<file path="src/rtl/paridade_serial.sv">
// ---------------------------------------------------------------------------
// paridade_serial
//   Bit-serial even/odd parity generator/checker. It takes a frame of WIDTH
//   data bits, LSB first, followed by one received parity bit. It computes the
//   parity of the data, compares it with the received bit, and keeps a
//   saturating count of frames that failed the check.
//
// Ports
//   clk         rising-edge clock
//   rst_n       asynchronous active-low reset
//   clear       synchronous frame abort; wins over a same-cycle bit_valid
//   odd_mode    0 = even, 1 = odd parity; sampled with data bit 0
//   bit_valid   bit_in is valid this cycle
//   bit_in      serial data bit, or the parity bit at the end of a frame
//   busy        a frame is in progress (registered)
//   frame_done  one-cycle pulse; data_out/parity_out/parity_err are updated
//   data_out    assembled data word, held until the next frame_done
//   parity_out  XOR(data) ^ latched odd_mode
//   parity_err  received parity differs from parity_out
//   err_count   number of frames with parity_err, saturating at all-ones
// ---------------------------------------------------------------------------
module paridade_serial #(
    parameter int WIDTH = 8,
    parameter int ERR_W = 8
) (
    input  logic             clk,
    input  logic             rst_n,
    input  logic             clear,
    input  logic             odd_mode,
    input  logic             bit_valid,
    input  logic             bit_in,
    output logic             busy,
    output logic             frame_done,
    output logic [WIDTH-1:0] data_out,
    output logic             parity_out,
    output logic             parity_err,
    output logic [ERR_W-1:0] err_count
);

    localparam int CNT_W = $clog2(WIDTH);

    typedef enum logic {
        S_DATA = 1'b0,
        S_PAR  = 1'b1
    } state_t;

    state_t             state_q,  state_d;
    logic [CNT_W-1:0]   cnt_q,    cnt_d;
    logic               acc_q,    acc_d;
    logic               odd_q,    odd_d;
    logic [WIDTH-1:0]   shreg_q,  shreg_d;
    logic [WIDTH-1:0]   dout_q,   dout_d;
    logic               pout_q,   pout_d;
    logic               perr_q,   perr_d;
    logic               done_q,   done_d;
    logic               busy_q,   busy_d;
    logic [ERR_W-1:0]   errc_q,   errc_d;
    logic               par_calc;

    assign par_calc = acc_q ^ odd_q;

    always_comb begin
        state_d = state_q;
        cnt_d   = cnt_q;
        acc_d   = acc_q;
        odd_d   = odd_q;
        shreg_d = shreg_q;
        dout_d  = dout_q;
        pout_d  = pout_q;
        perr_d  = perr_q;
        errc_d  = errc_q;
        done_d  = 1'b0;

        if (clear) begin
            // Abort: drop the partial frame (and any same-cycle bit),
            // keep the last completed frame's results.
            state_d = S_DATA;
            cnt_d   = '0;
            acc_d   = 1'b0;
        end else if (bit_valid) begin
            unique case (state_q)
                S_DATA: begin
                    shreg_d[cnt_q] = bit_in;
                    acc_d          = acc_q ^ bit_in;
                    if (cnt_q == '0)
                        odd_d = odd_mode;
                    if (cnt_q == CNT_W'(WIDTH - 1)) begin
                        // cnt wraps to 0 here; busy stays high via S_PAR
                        state_d = S_PAR;
                        cnt_d   = '0;
                    end else begin
                        cnt_d = cnt_q + CNT_W'(1);
                    end
                end
                S_PAR: begin
                    dout_d  = shreg_q;
                    pout_d  = par_calc;
                    perr_d  = bit_in ^ par_calc;
                    done_d  = 1'b1;
                    if ((bit_in ^ par_calc) && (errc_q != {ERR_W{1'b1}}))
                        errc_d = errc_q + ERR_W'(1);
                    state_d = S_DATA;
                    cnt_d   = '0;
                    acc_d   = 1'b0;
                end
                default: state_d = S_DATA;
            endcase
        end

        busy_d = (cnt_d != '0) || (state_d == S_PAR);
    end

    always_ff @(posedge clk or negedge rst_n) begin
        if (!rst_n) begin
            state_q <= S_DATA;
            cnt_q   <= '0;
            acc_q   <= 1'b0;
            odd_q   <= 1'b0;
            shreg_q <= '0;
            dout_q  <= '0;
            pout_q  <= 1'b0;
            perr_q  <= 1'b0;
            done_q  <= 1'b0;
            busy_q  <= 1'b0;
            errc_q  <= '0;
        end else begin
            state_q <= state_d;
            cnt_q   <= cnt_d;
            acc_q   <= acc_d;
            odd_q   <= odd_d;
            shreg_q <= shreg_d;
            dout_q  <= dout_d;
            pout_q  <= pout_d;
            perr_q  <= perr_d;
            done_q  <= done_d;
            busy_q  <= busy_d;
            errc_q  <= errc_d;
        end
    end

    assign busy       = busy_q;
    assign frame_done = done_q;
    assign data_out   = dout_q;
    assign parity_out = pout_q;
    assign parity_err = perr_q;
    assign err_count  = errc_q;

endmodule

</file>
<file path="config.mk">
export PLATFORM = sky130hd
export DESIGN_NAME = paridade_serial
export DESIGN_NICKNAME = d
export VERILOG_FILES = /design/src/rtl/paridade_serial.sv
export SDC_FILE = /design/constraint.sdc
export NUM_CORES = 1
export LEC_CHECK = 0
export CORE_MARGIN = 2
export CORE_UTILIZATION = 56
export DETAILED_ROUTE_END_ITERATION = 7
export PLACE_DENSITY = 0.83
export REMOVE_ABC_BUFFERS = 1
export SLEW_MARGIN = 20
export SYNTH_ARGS = -nofsm -noshare
export SYNTH_HDL_FRONTEND = slang
export SYNTH_SLANG_ARGS = --single-unit
</file>
<file path="constraint.sdc">
create_clock -name clk -period 3.99 [get_ports clk]
set_input_delay 0.399 -clock clk [delete_from_list [all_inputs] [get_ports clk]]
set_output_delay 0.399 -clock clk [all_outputs]
set_load 0.005 [all_outputs]
</file>
# --- After elaboration in Yosys (flattened, before gate mapping) ---
# Index checks and enable logic that the tools add are counted.
word_totals:
  inputBits: 6
  regBits: 34
classes:
  n_addsub: 2
  reduce_logical: 10
  n_mux: 17
  n_eq_ne: 2
  magnitude_cmp: 2
  bitwise: 5
ops:
  columns: ["operator", "n"]
  rows:
  - ["$mux 1", 9]
  - ["$mux 3", 3]
  - ["$add 8x1->8 const B", 1]
  - ["$bwmux 8", 1]
  - ["$ne 8x8->1 const B", 1]
  - ["$reduce_and 4->1", 2]
  - ["$pmux 3 s2", 1]
  - ["$reduce_and 3->1", 2]
  - ["$lt 3x4->1 const B", 1]
  - ["$pmux 1 s2", 2]
  - ["$add 3x1->3 const B", 1]
  - ["$demux 1 s3", 1]
  - ["$eq 3x3->1 const B", 1]
  - ["$ge 3x1->1 const B", 1]
  - ["$logic_not 3->1", 1]
  - ["$reduce_bool 3->1", 1]
  - ["$xor 1x1->1", 3]
  - ["$logic_and 1x1->1", 2]
  - ["$not 1->1", 2]
  - ["$reduce_bool 2->1", 1]
  - ["$logic_or 1x1->1", 1]

# --- Longest topological paths before layout ---
# Gate-level depths: netlist of run 1.
depth:
  depth_word: 7
  depth_mapped: 6
  depth_no_buf: 5

# --- Least setup slack after synthesis of run 1 ---
# Ideal clock, no wire load.
synth_timing:
  path_kind: "register to register"
  from: "reg cnt_q[1]"
  to: "reg busy_q (netlist: busy)"
  path_slack_ns: 2.263
  required_time_ns: 3.926
  path_stages_with_launch: 6
  arrival_ns: 1.663
  synth_period_minus_slack_ns: 1.727
  setup_ns: 0.064
  n_path_buf: 0
  path_cell_list: "dfrtp_1 ha_1 ha_1 or4b_2 a21oi_1 or4_1"
synth_via:
  elab_chain_cells: 7
  word_cells_on_any_way: 12
  classes_between: "add/sub: 1; eq/ne: 1; mux: 8; reduce/logical: 2"
synth_lines:
  columns: ["item", "line_no", "source"]
  rows:
  - ["from (decl)", "48", "logic [CNT_W-1:0] cnt_q, cnt_d;"]
  - ["from (signal assigned)", "128", "cnt_q <= cnt_d;"]
  - ["$eq 3x3->1", "87", "if (cnt_q == CNT_W'(WIDTH - 1)) begin"]
  - ["$mux 3", "87", null]
  - ["$pmux 3 s2", "81", "unique case (state_q)"]
  - ["$mux 3", "80", "end else if (bit_valid) begin"]
  - ["$mux 3", "74", "if (clear) begin"]
  - ["named net cnt_d[0]", "48", null]
  - ["$reduce_bool 3->1", "110", "busy_d = (cnt_d != '0) || (state_d == S_PAR);"]
  - ["$logic_or 1x1->1", "110", null]
  - ["named net busy_d", "56", "logic busy_q, busy_d;"]
  - ["to (signal assigned)", "136", "busy_q <= busy_d;"]
  - ["to (decl)", "56", null]
# The timed path passes the listed nets, and every way through them passes these cells.
# A chain may end at the register's enable or synchronous reset.

# --- Worst setup path after layout of run 1 ---
layout_timing:
  from: "in bit_valid"
  to: "reg errc_q[1] (netlist: err_count[1])"
layout_via:
  elab_chain_cells: 1
layout_lines:
  columns: ["item", "line_no", "source"]
  rows:
  - ["from (decl)", "30", "input logic bit_valid,"]
  - ["$reduce_and 4->1 (no line)", null, null]
  - ["to (signal assigned)", "137", "errc_q <= errc_d;"]
  - ["to (decl)", "57", "logic [ERR_W-1:0] errc_q, errc_d;"]
# No other way between the ends.

==> results of run 1 <==
## power by group through the flow
stage | Combinational [W] | Clock, W | Sequential [W]
floorplan | 0.0000401 | 0 | 0.000376
global placement | 0.0000633 | 0 | 0.000379
detailed placement | 0.0000661 | 0 | 0.000380
CTS | 0.0000663 | 0.000337 | 0.000373
global route | 0.0000726 | 0.000358 | 0.000376
finish | 0.0000656 | 0.000332 | 0.000373
## worst reg2reg max path, stage by stage (launching register included)
cell	delay [ns]
dfrtp_1	0.51
nand3b_1	0.63
a311o_1	0.62
mux2_4	0.30
## how the worst max path moves through the flow
| stage | endpoint | slack, ns | cells after the start |
|---|---|---|---|
| 4_1_cts | err_count[1] | 1.61 | 4 |
| 5_1_grt | err_count[7] | 1.40 | 4 |
| 2_1_floorplan | err_count[1] | 2.18 | 3 |
| 3_5_place_dp | err_count[1] | 1.24 | 4 |
| 6_report | err_count[1] | 1.57 | 4 |
| 3_3_place_gp | err_count[1] | 1.29 | 4 |
## cells in the mapped netlist (all sizes together)
| master | instances |
|---|---|
| a21oi | 5 |
| nand3b | 5 |
| clkbuf | 3 |
| nand3 | 6 |
| or4 | 1 |
| xnor3 | 1 |
| xnor2 | 2 |
| inv | 4 |
| ha | 4 |
| mux2 | 23 |
| nor2 | 2 |
| dfrtp | 34 |
| nor4 | 3 |
| nand2b | 7 |
| or4b | 1 |
| nor4b | 2 |
| a21o | 1 |
| o21ai | 4 |
| buf | 3 |
| nand2 | 11 |
| mux2i | 1 |
| or2b | 2 |
| nor3b | 1 |
| nand4 | 2 |
| and4bb | 1 |
| nor3 | 2 |
| nor2b | 2 |
| and3 | 2 |
| a311o | 1 |
## layout make-up
| class | count | area (sq um) |
|---|---|---|
| Sequential cell | 34 | 851 |
| Fill cell | 189 | 754 |
| Multi-Input combinational cell | 92 | 729 |
| Timing Repair Buffer | 26 | 258 |
| Clock inverter | 2 | 60.1 |
| Clock buffer | 6 | 51.3 |
| Tap cell | 31 | 38.8 |
| Inverter | 4 | 15.0 |
## through the flow
step / area, sq um / hold WS, ns / power (W) / utilization (%)
floorplan: 1600 / 0.103 / 0.000416 / -
global placement: 1890 / 0.467 / 0.000442 / 68.6
detailed placement: 1890 / 0.474 / 0.000446 / 68.6
CTS: 2000 / 0.460 / 0.000776 / 72.6
global route: 2000 / 0.487 / 0.000806 / 72.6
finish: 2000 / 0.448 / 0.000771 / 72.6
## cell families (layout without fill, tap and decap cells)
logic type / count (synthesis) / after routing / share of synthesized area (%)
fa+ha+maj: 4 / 4 / 3.09
flops: 34 / 34 / 52.5
mux: 24 / 24 / 16.8
xor+xnor: 3 / 3 / 2.55
compound gates: 11 / 11 / 3.86
buf+inv: 10 / 38 / 2.55
simple gates: 50 / 50 / 18.7
## routing by layer
metal  track usage, %  wire [um]  up-vias
met2             29.9       1360       36
met5                0          0        -
met4             8.97         87        0
met1             28.3       1370      541
met3             9.15        166       12
li1                 -          -      536
## sequential cells by signal, summed over array words and instances (netlist names), 3 cells and up
register / count
cnt_q: 3
data_out: 8
err_count: 8
shreg_q: 8
==> flow_metrics.env, run 1 <==
export IMPL_outcome="finished clean"
export IMPL_yosysTopAreaCell="dfrtp_1"
export IMPL_path_cells="clkdlybuf4s50_1 > nand3b_1 > a311o_1 > mux2_4"
export IMPL_critPathLaunchType="primary input"
export IMPL_required_ns=4.23
export IMPL_ys_warn_count=0
export IMPL_p_comb_share_pct=8.5
export IMPL_tightest_slew_ns=0.836
export IMPL_std_cell_rows=19
export IMPL_die_area_sq_um=3340
export IMPL_reg2reg_from="state_q"
export IMPL_avgRoutedWirePerCell_um=15.3
export IMPL_ys_ff_latch=34
export IMPL_path_clk_slew_ns=0.11
export IMPL_r2r_end="err_count[1]"
export IMPL_clk_latency_ns=0.35
export IMPL_grt_max_degree=35
export IMPL_critPathLaunch="bit_valid"
export IMPL_cts_hold_buf=0
export IMPL_grt_setup_unrepaired="no"
export IMPL_grt_usage_pct=21.1
export IMPL_numCtsBuffers=5
export IMPL_core_sq_um=2760
export IMPL_internal_power_w=0.000608
export IMPL_synth_top_cell_area_share_pct=52.5
export IMPL_slew_headroom_pct=44.1
export IMPL_ant_nets=0
export IMPL_grt_first_pass_wirelength_um=5180
export IMPL_die_h_um=57.8
export IMPL_postSynthCellCount=136
export IMPL_cts_sinks=34
export IMPL_clk_path_buf_depth=2
export IMPL_final_hold_violation_count=0
export IMPL_routed_wirelength_um=2990
export IMPL_yosysUniqueCellTypes=31
export IMPL_cts_resized=0
export IMPL_power_density_nw_per_um2=385
export IMPL_h_tree_depth=2
export IMPL_crit_type="in -> reg"
export IMPL_diodes=0
export IMPL_place_congestion=0.873
export IMPL_finish_net_count=173
export IMPL_layout_common_cells="dfrtp_1, clkdlybuf4s50_1, mux2_2"
export IMPL_worst_path_buf_inv=1
export IMPL_p_switching_w=0.000163
export IMPL_cpLargestDelayFamily="buffers and inverters"
export IMPL_yosysSeqAreaShare_pct=52.5
export IMPL_syn_area_sq_um=1620
export IMPL_clock_fmax_ghz=0.414
export IMPL_vias=1125
export IMPL_p_leak_nw=0.904
export IMPL_initial_core_util_pct=58.8
export IMPL_maxCapViolCount=0
export IMPL_postCtsSetupBuffers=0
export IMPL_layout_drive_gt1_share_pct=22.0
export IMPL_fin_crit_ns=2.42
export IMPL_cp_arrival_ns=2.65
export IMPL_synthTopCellsByArea="dfrtp_1, mux2_2, ha_1, nand2b_1, nand2_1"
export IMPL_dpl_hpwl_um=2020
export IMPL_ctsRootBufferMaster="clkbuf_4"
export IMPL_grt_pass1_vias=1101
export IMPL_cp_end_kind="flip-flop"
export IMPL_cpPeakStageDelay_ns=0.68
export IMPL_finalSetupTns_ns=0
export IMPL_clockPowerShare_pct=43.1
export IMPL_drv_slew=0
export IMPL_worstPathMaxFanout=20
export IMPL_io_buffer_count=25
export IMPL_hp_class="in -> async"
export IMPL_cts_tree="built"
export IMPL_crit_slowest_cell="clkdlybuf4s50_1"
export IMPL_dpl_worst_slack_ns=1.24
export IMPL_setup_slack_ns=1.57
export IMPL_viasPerCell=5.77
export IMPL_setup_violations=0
export IMPL_drc=0
export IMPL_overflow=0
export IMPL_die_w_um=57.8
export IMPL_flow_area_growth_from_synthesis_pct=23.5
export IMPL_pwr_share_seq_pct=48.4
export IMPL_netSwitchingFraction_pct=21.1
export IMPL_layout_commonest_cell="dfrtp_1"
export IMPL_fin_cells=195
export IMPL_final_period_utilization_pct=60.5
export IMPL_antenna_found_initial=0
export IMPL_place_inst=187
export IMPL_fin_worst_skew_ns=0.00850
export IMPL_r2r_cells=3
export IMPL_max_vdd_ir_drop_uv=427
export IMPL_io_pins=26
export IMPL_syn_avg_cell_area_sq_um=11.9
export IMPL_r2r_slack_ns=1.82
export IMPL_dr_pass1_iters=5
export IMPL_drtIter0Drc=46
(Power assumes the default switching activity.)
==> run 2, diff against run 1 <==
--- a/config.mk
+++ b/config.mk
@@ -6,9 +6,9 @@
 export NUM_CORES = 1
 export LEC_CHECK = 0
 export CORE_MARGIN = 2
-export CORE_UTILIZATION = 56
+export CORE_UTILIZATION = 52
 export DETAILED_ROUTE_END_ITERATION = 7
-export PLACE_DENSITY = 0.83
+export PLACE_DENSITY = 0.78
 export REMOVE_ABC_BUFFERS = 1
 export SLEW_MARGIN = 20
 export SYNTH_ARGS = -nofsm -noshare
==> constraint.sdc (replaced) <==
create_clock -name clk -period 2.5 [get_ports clk]
set_input_delay 0.25 -clock clk [delete_from_list [all_inputs] [get_ports clk]]
set_output_delay 0.25 -clock clk [all_outputs]
set_load 0.005 [all_outputs]
==> run 2 against run 1 <==
Effect of this change: worst setup slack got worse by 1.0 ns; total power rose by 30%; non-clock buffer count rose by 4; sequential share of layout area rose by 0.59 points; combinational power rose by 66%; routed wire length rose by 1.7%; largest power group unchanged.
==> flow_metrics.env, run 2 (synthesis gave the netlist of run 1 again) <==
export IMPL_outcome="finished clean"
export IMPL_crit_type="reg -> reg"
export IMPL_viasPerCell=5.66
export IMPL_tightest_slew_ns=0.538
export IMPL_core_sq_um=3000
export IMPL_setup_slack_ns=0.574
export IMPL_grt_pass1_vias=1129
export IMPL_clk_path_buf_depth=2
export IMPL_path_clk_slew_ns=0.10
export IMPL_p_leak_nw=0.894
export IMPL_postCtsSetupBuffers=0
export IMPL_drc=0
export IMPL_final_period_utilization_pct=77.0
export IMPL_h_tree_depth=2
export IMPL_fin_worst_skew_ns=0.0122
export IMPL_dr_pass1_iters=4
export IMPL_setup_violations=0
export IMPL_clock_fmax_ghz=0.519
export IMPL_antenna_found_initial=0
export IMPL_max_vdd_ir_drop_uv=361
export IMPL_place_congestion=0.873
export IMPL_initial_core_util_pct=54.0
export IMPL_drtIter0Drc=37
export IMPL_drv_slew=0
export IMPL_r2r_slack_ns=0.57
export IMPL_diodes=0
export IMPL_grt_setup_unrepaired="no"
export IMPL_r2r_end="err_count[7]"
export IMPL_fin_cells=199
export IMPL_cp_end_kind="flip-flop"
export IMPL_r2r_cells=3
export IMPL_routed_wirelength_um=3040
export IMPL_layout_common_cells="dfrtp_1, clkdlybuf4s50_1, mux2_2"
export IMPL_io_buffer_count=25
export IMPL_avgRoutedWirePerCell_um=15.3
export IMPL_cp_arrival_ns=2.14
export IMPL_numCtsBuffers=5
export IMPL_cts_tree="built"
export IMPL_grt_use_met2_pct=29.8
export IMPL_vias=1126
export IMPL_ctsRootBufferMaster="clkbuf_4"
export IMPL_layout_commonest_cell="dfrtp_1"
export IMPL_place_inst=193
export IMPL_io_pins=26
export IMPL_ant_nets=0
export IMPL_critPathLaunchType="flip-flop"
export IMPL_dpl_hpwl_um=2100
export IMPL_layout_drive_gt1_share_pct=22.9
export IMPL_cts_hold_buf=0
export IMPL_multiInputGateArea_sq_um=729
export IMPL_grt_usage_pct=19.8
export IMPL_fin_crit_ns=1.93
export IMPL_seq_area_sq_um=851
export IMPL_overflow=0
export IMPL_final_hold_violation_count=0
export IMPL_flow_area_growth_from_synthesis_pct=21.8
export IMPL_die_area_sq_um=3580
export IMPL_busiest_layer="met2"
export IMPL_die_h_um=59.8
export IMPL_use_met3_pct=4.55
export IMPL_worstPathMaxFanout=13
export IMPL_grt_use_met1_pct=27.4
export IMPL_finalSetupTns_ns=0
export IMPL_power_density_nw_per_um2=506
export IMPL_clk_latency_ns=0.32
export IMPL_grt_max_degree=35
export IMPL_fin_util_pct=65.8
export IMPL_required_ns=2.71
export IMPL_finish_net_count=177
export IMPL_grt_first_pass_wirelength_um=5130
export IMPL_maxCapViolCount=0
export IMPL_die_w_um=59.8
export IMPL_reg2reg_from="state_q"
export IMPL_hp_class="in -> async"
export IMPL_cts_sinks=34
export IMPL_cts_resized=0
export IMPL_dpl_worst_slack_ns=0.414
export IMPL_slew_headroom_pct=64.0
export IMPL_nFillCells=234
export IMPL_std_cell_rows=20
==> run 2: how the worst max path moves through the flow <==
stage,depth (start not counted),to,start,slack [ns]
2_1_floorplan,3,err_count[1],state_q,0.70
3_3_place_gp,4,err_count[1],clear,0.46
3_5_place_dp,4,err_count[7],clear,0.41
4_1_cts,3,err_count[7],state_q,0.60
5_1_grt,3,err_count[7],state_q,0.43
6_report,3,err_count[7],state_q,0.57
==> run 2: area by class of cell <==
type	count	area share, %
Sequential cell	34	43.1
Multi-Input combinational cell	92	36.9
Timing Repair Buffer	30	14.6
Clock buffer	6	2.60
Tap cell	33	2.09
Inverter	4	0.760
==> run 2: per-stage QoR <==
step	total power [W]	hold WS (ns)	area, sq um
after floorplan	0.000664	-0.0456	1600
final	0.000999	0.322	1980
after CTS	0.00101	0.327	1980
after detailed placement	0.000715	0.489	1920
after global placement	0.000709	0.463	1920
after global routing	0.00106	0.340	1980
==> run 2: power by group <==
part	internal [W]	leakage [nW]	switching (W)
Combinational	0.0000592	0.405	0.0000494
Sequential	0.000576	0.458	0.0000222
Clock	0.000127	0.0302	0.000166
==> run 2: routing by layer <==
| layer | up-vias | routed length [um] | part of all wire [%] |
|---|---|---|---|
| met4 | 0 | 39 | 1.3 |
| li1 | 543 | - | - |
| met2 | 16 | 1540 | 51 |
| met1 | 562 | 1390 | 46 |
| met3 | 5 | 76 | 2.5 |
| met5 | - | 0 | 0 |
==> run 2: critical path, cell delays in order, from the launching register on <==
cell and delay, ns:
dfrtp_1 0.52, nand3b_1 0.45, nor4_1 0.47, mux2_2 0.37
==> run 3, diff against run 2 <==
--- a/config.mk
+++ b/config.mk
@@ -6,9 +6,9 @@
 export NUM_CORES = 1
 export LEC_CHECK = 0
 export CORE_MARGIN = 2
-export CORE_UTILIZATION = 52
+export CORE_UTILIZATION = 47
 export DETAILED_ROUTE_END_ITERATION = 7
-export PLACE_DENSITY = 0.78
+export PLACE_DENSITY = 0.74
 export REMOVE_ABC_BUFFERS = 1
 export SLEW_MARGIN = 20
 export SYNTH_ARGS = -nofsm -noshare
==> constraint.sdc (replaced) <==
create_clock -name clk -period 1.6 [get_ports clk]
set_input_delay 0.16 -clock clk [delete_from_list [all_inputs] [get_ports clk]]
set_output_delay 0.16 -clock clk [all_outputs]
set_load 0.005 [all_outputs]
==> run 3 against run 2 <==
Effect of this change: the run now ends with setup timing left; final cell count increased by 18%; count of clock-buffer cells in the layout increased by 1; register-to-register slack got worse by 0.59 ns; design area increased by 16%; first-iteration DRC count increased by 110%; via count increased by 10%; flip-flop and latch count unchanged; utilization increased by 2.6 points.
==> flow_metrics.env, run 3 (synthesis gave the netlist of run 1 again) <==
export IMPL_failed_checks="setup timing"
export IMPL_netSwitchingFraction_pct=24.8
export IMPL_required_ns=1.82
export IMPL_layout_common_cells="dfrtp_1, clkdlybuf4s50_1, buf_4"
export IMPL_flow_area_growth_from_synthesis_pct=40.7
export IMPL_finalSetupTns_ns=-0.0309
export IMPL_die_h_um=62.7
export IMPL_r2r_slack_ns=-0.01
export IMPL_clk_path_buf_depth=2
export IMPL_cp_end_kind="flip-flop"
export IMPL_cpLargestDelayFamily="XOR/XNOR gates"
export IMPL_drc=0
export IMPL_diodes=0
export IMPL_ant_nets=0
export IMPL_clockPowerShare_pct=29.1
export IMPL_p_leak_nw=1.02
export IMPL_pwr_share_seq_pct=55.6
export IMPL_fin_cells=234
export IMPL_p_comb_share_pct=15.3
export IMPL_outcome="finished with violations"
export IMPL_hold_worst_slack_ns=0.228
export IMPL_viasPerCell=5.30
export IMPL_reg2reg_from="acc_q"
export IMPL_p_switching_w=0.000413
export IMPL_layout_drive_gt1_share_pct=40.4
export IMPL_finish_net_count=197
export IMPL_antenna_found_initial=0
export IMPL_hp_class="in -> async"
export IMPL_layout_commonest_cell="dfrtp_1"
export IMPL_crit_slowest_cell="xnor3_2"
export IMPL_cp_arrival_ns=1.83
export IMPL_cts_sinks=34
export IMPL_path_cells="clkdlybuf4s50_1 > xnor3_2 > a311o_1 > mux2_4"
export IMPL_core_sq_um=3340
export IMPL_critPathLaunchType="primary input"
export IMPL_max_vdd_ir_drop_uv=628
export IMPL_drtIter0Drc=76
export IMPL_maxCapViolCount=0
export IMPL_setup_slack_ns=-0.0127
export IMPL_grt_pass1_vias=1307
export IMPL_place_congestion=0.788
export IMPL_worst_path_buf_inv=1
export IMPL_dr_pass1_iters=4
export IMPL_grt_setup_unrepaired="yes"
export IMPL_numCtsBuffers=5
export IMPL_clk_latency_ns=0.33
export IMPL_r2r_end="err_count[1]"
export IMPL_io_buffer_count=25
export IMPL_fin_util_pct=68.4
export IMPL_slew_headroom_pct=71.6
export IMPL_ctsRootBufferMaster="clkbuf_4"
export IMPL_cpPeakStageDelay_ns=0.52
export IMPL_avgRoutedWirePerCell_um=15.8
export IMPL_cts_tree="built"
export IMPL_cts_hold_buf=0
export IMPL_die_w_um=62.7
export IMPL_io_pins=26
export IMPL_worstPathMaxFanout=7
export IMPL_fin_crit_ns=1.61
export IMPL_place_inst=219
export IMPL_final_period_utilization_pct=101
export IMPL_vias=1241
export IMPL_overflow=0
export IMPL_internal_power_w=0.00125
export IMPL_grt_usage_pct=19.8
export IMPL_drv_slew=0
export IMPL_h_tree_depth=2
export IMPL_grt_first_pass_wirelength_um=6070
export IMPL_setup_violations=3
export IMPL_tightest_slew_ns=0.426
export IMPL_fin_worst_skew_ns=0.00654
export IMPL_path_clk_slew_ns=0.10
export IMPL_dpl_hpwl_um=2470
export IMPL_grt_max_degree=35
export IMPL_crit_type="in -> reg"
export IMPL_clock_fmax_ghz=0.620
export IMPL_initial_core_util_pct=48.6
export IMPL_std_cell_rows=21
export IMPL_r2r_cells=3
export IMPL_power_density_nw_per_um2=730
export IMPL_die_area_sq_um=3940
export IMPL_routed_wirelength_um=3700
export IMPL_final_hold_violation_count=0
## run 3: per-layer routing
metal / GRT usage [%] / share of wire [%]
met5: 0 / 0
met4: 9.72 / 2.4
met3: 4.68 / 3.4
met2: 31.5 / 51
met1: 25.4 / 43
## run 3: repair_timing
item                       4_1_cts  5_1_grt
setup buffers                    3        4
pin swaps                        8        6
gates resized for setup         13       14
setup endpoints to repair        9       10
## run 3: final cells by class
type	instances	area [sq um]
fill	249	1050
tap	46	57.6
timing repair buffer	50	449
clock buffer	7	55.1
multi-input combinational	92	848
sequential	34	852
clock inverter	1	5.00
inverter	4	15.0
## run 3: metrics by stage
stage,setup WS (ns),cell area [sq um],power [W]
2_1_floorplan,-0.200,1600,0.00104
5_1_grt,-0.0994,2280,0.00176
4_1_cts,-0.0343,2180,0.00165
6_report,-0.0127,2280,0.00167
3_5_place_dp,-0.267,2040,0.00113
3_3_place_gp,-0.201,2040,0.00112
## run 3: power groups by stage
stage | logic, W | clock network, W | registers, W
floorplan | 0.000100 | 0 | 0.000938
CTS | 0.000228 | 0.000496 | 0.000924
global placement | 0.000183 | 0 | 0.000939
finish | 0.000255 | 0.000484 | 0.000926
detailed placement | 0.000190 | 0 | 0.000940
global route | 0.000278 | 0.000548 | 0.000932
## run 3: worst max path at each step
| stage | cells past startpoint | to | slack (ns) | startpoint |
|---|---|---|---|---|
| after floorplan | 3 | err_count[1] | -0.20 | state_q |
| after detailed placement | 4 | err_count[7] | -0.27 | bit_in |
| after global placement | 4 | err_count[5] | -0.20 | bit_in |
| final | 4 | err_count[1] | -0.01 | bit_in |
| after global routing | 3 | err_count[3] | -0.1 | acc_q |
| after CTS | 5 | busy | -0.03 | cnt_q[0] |
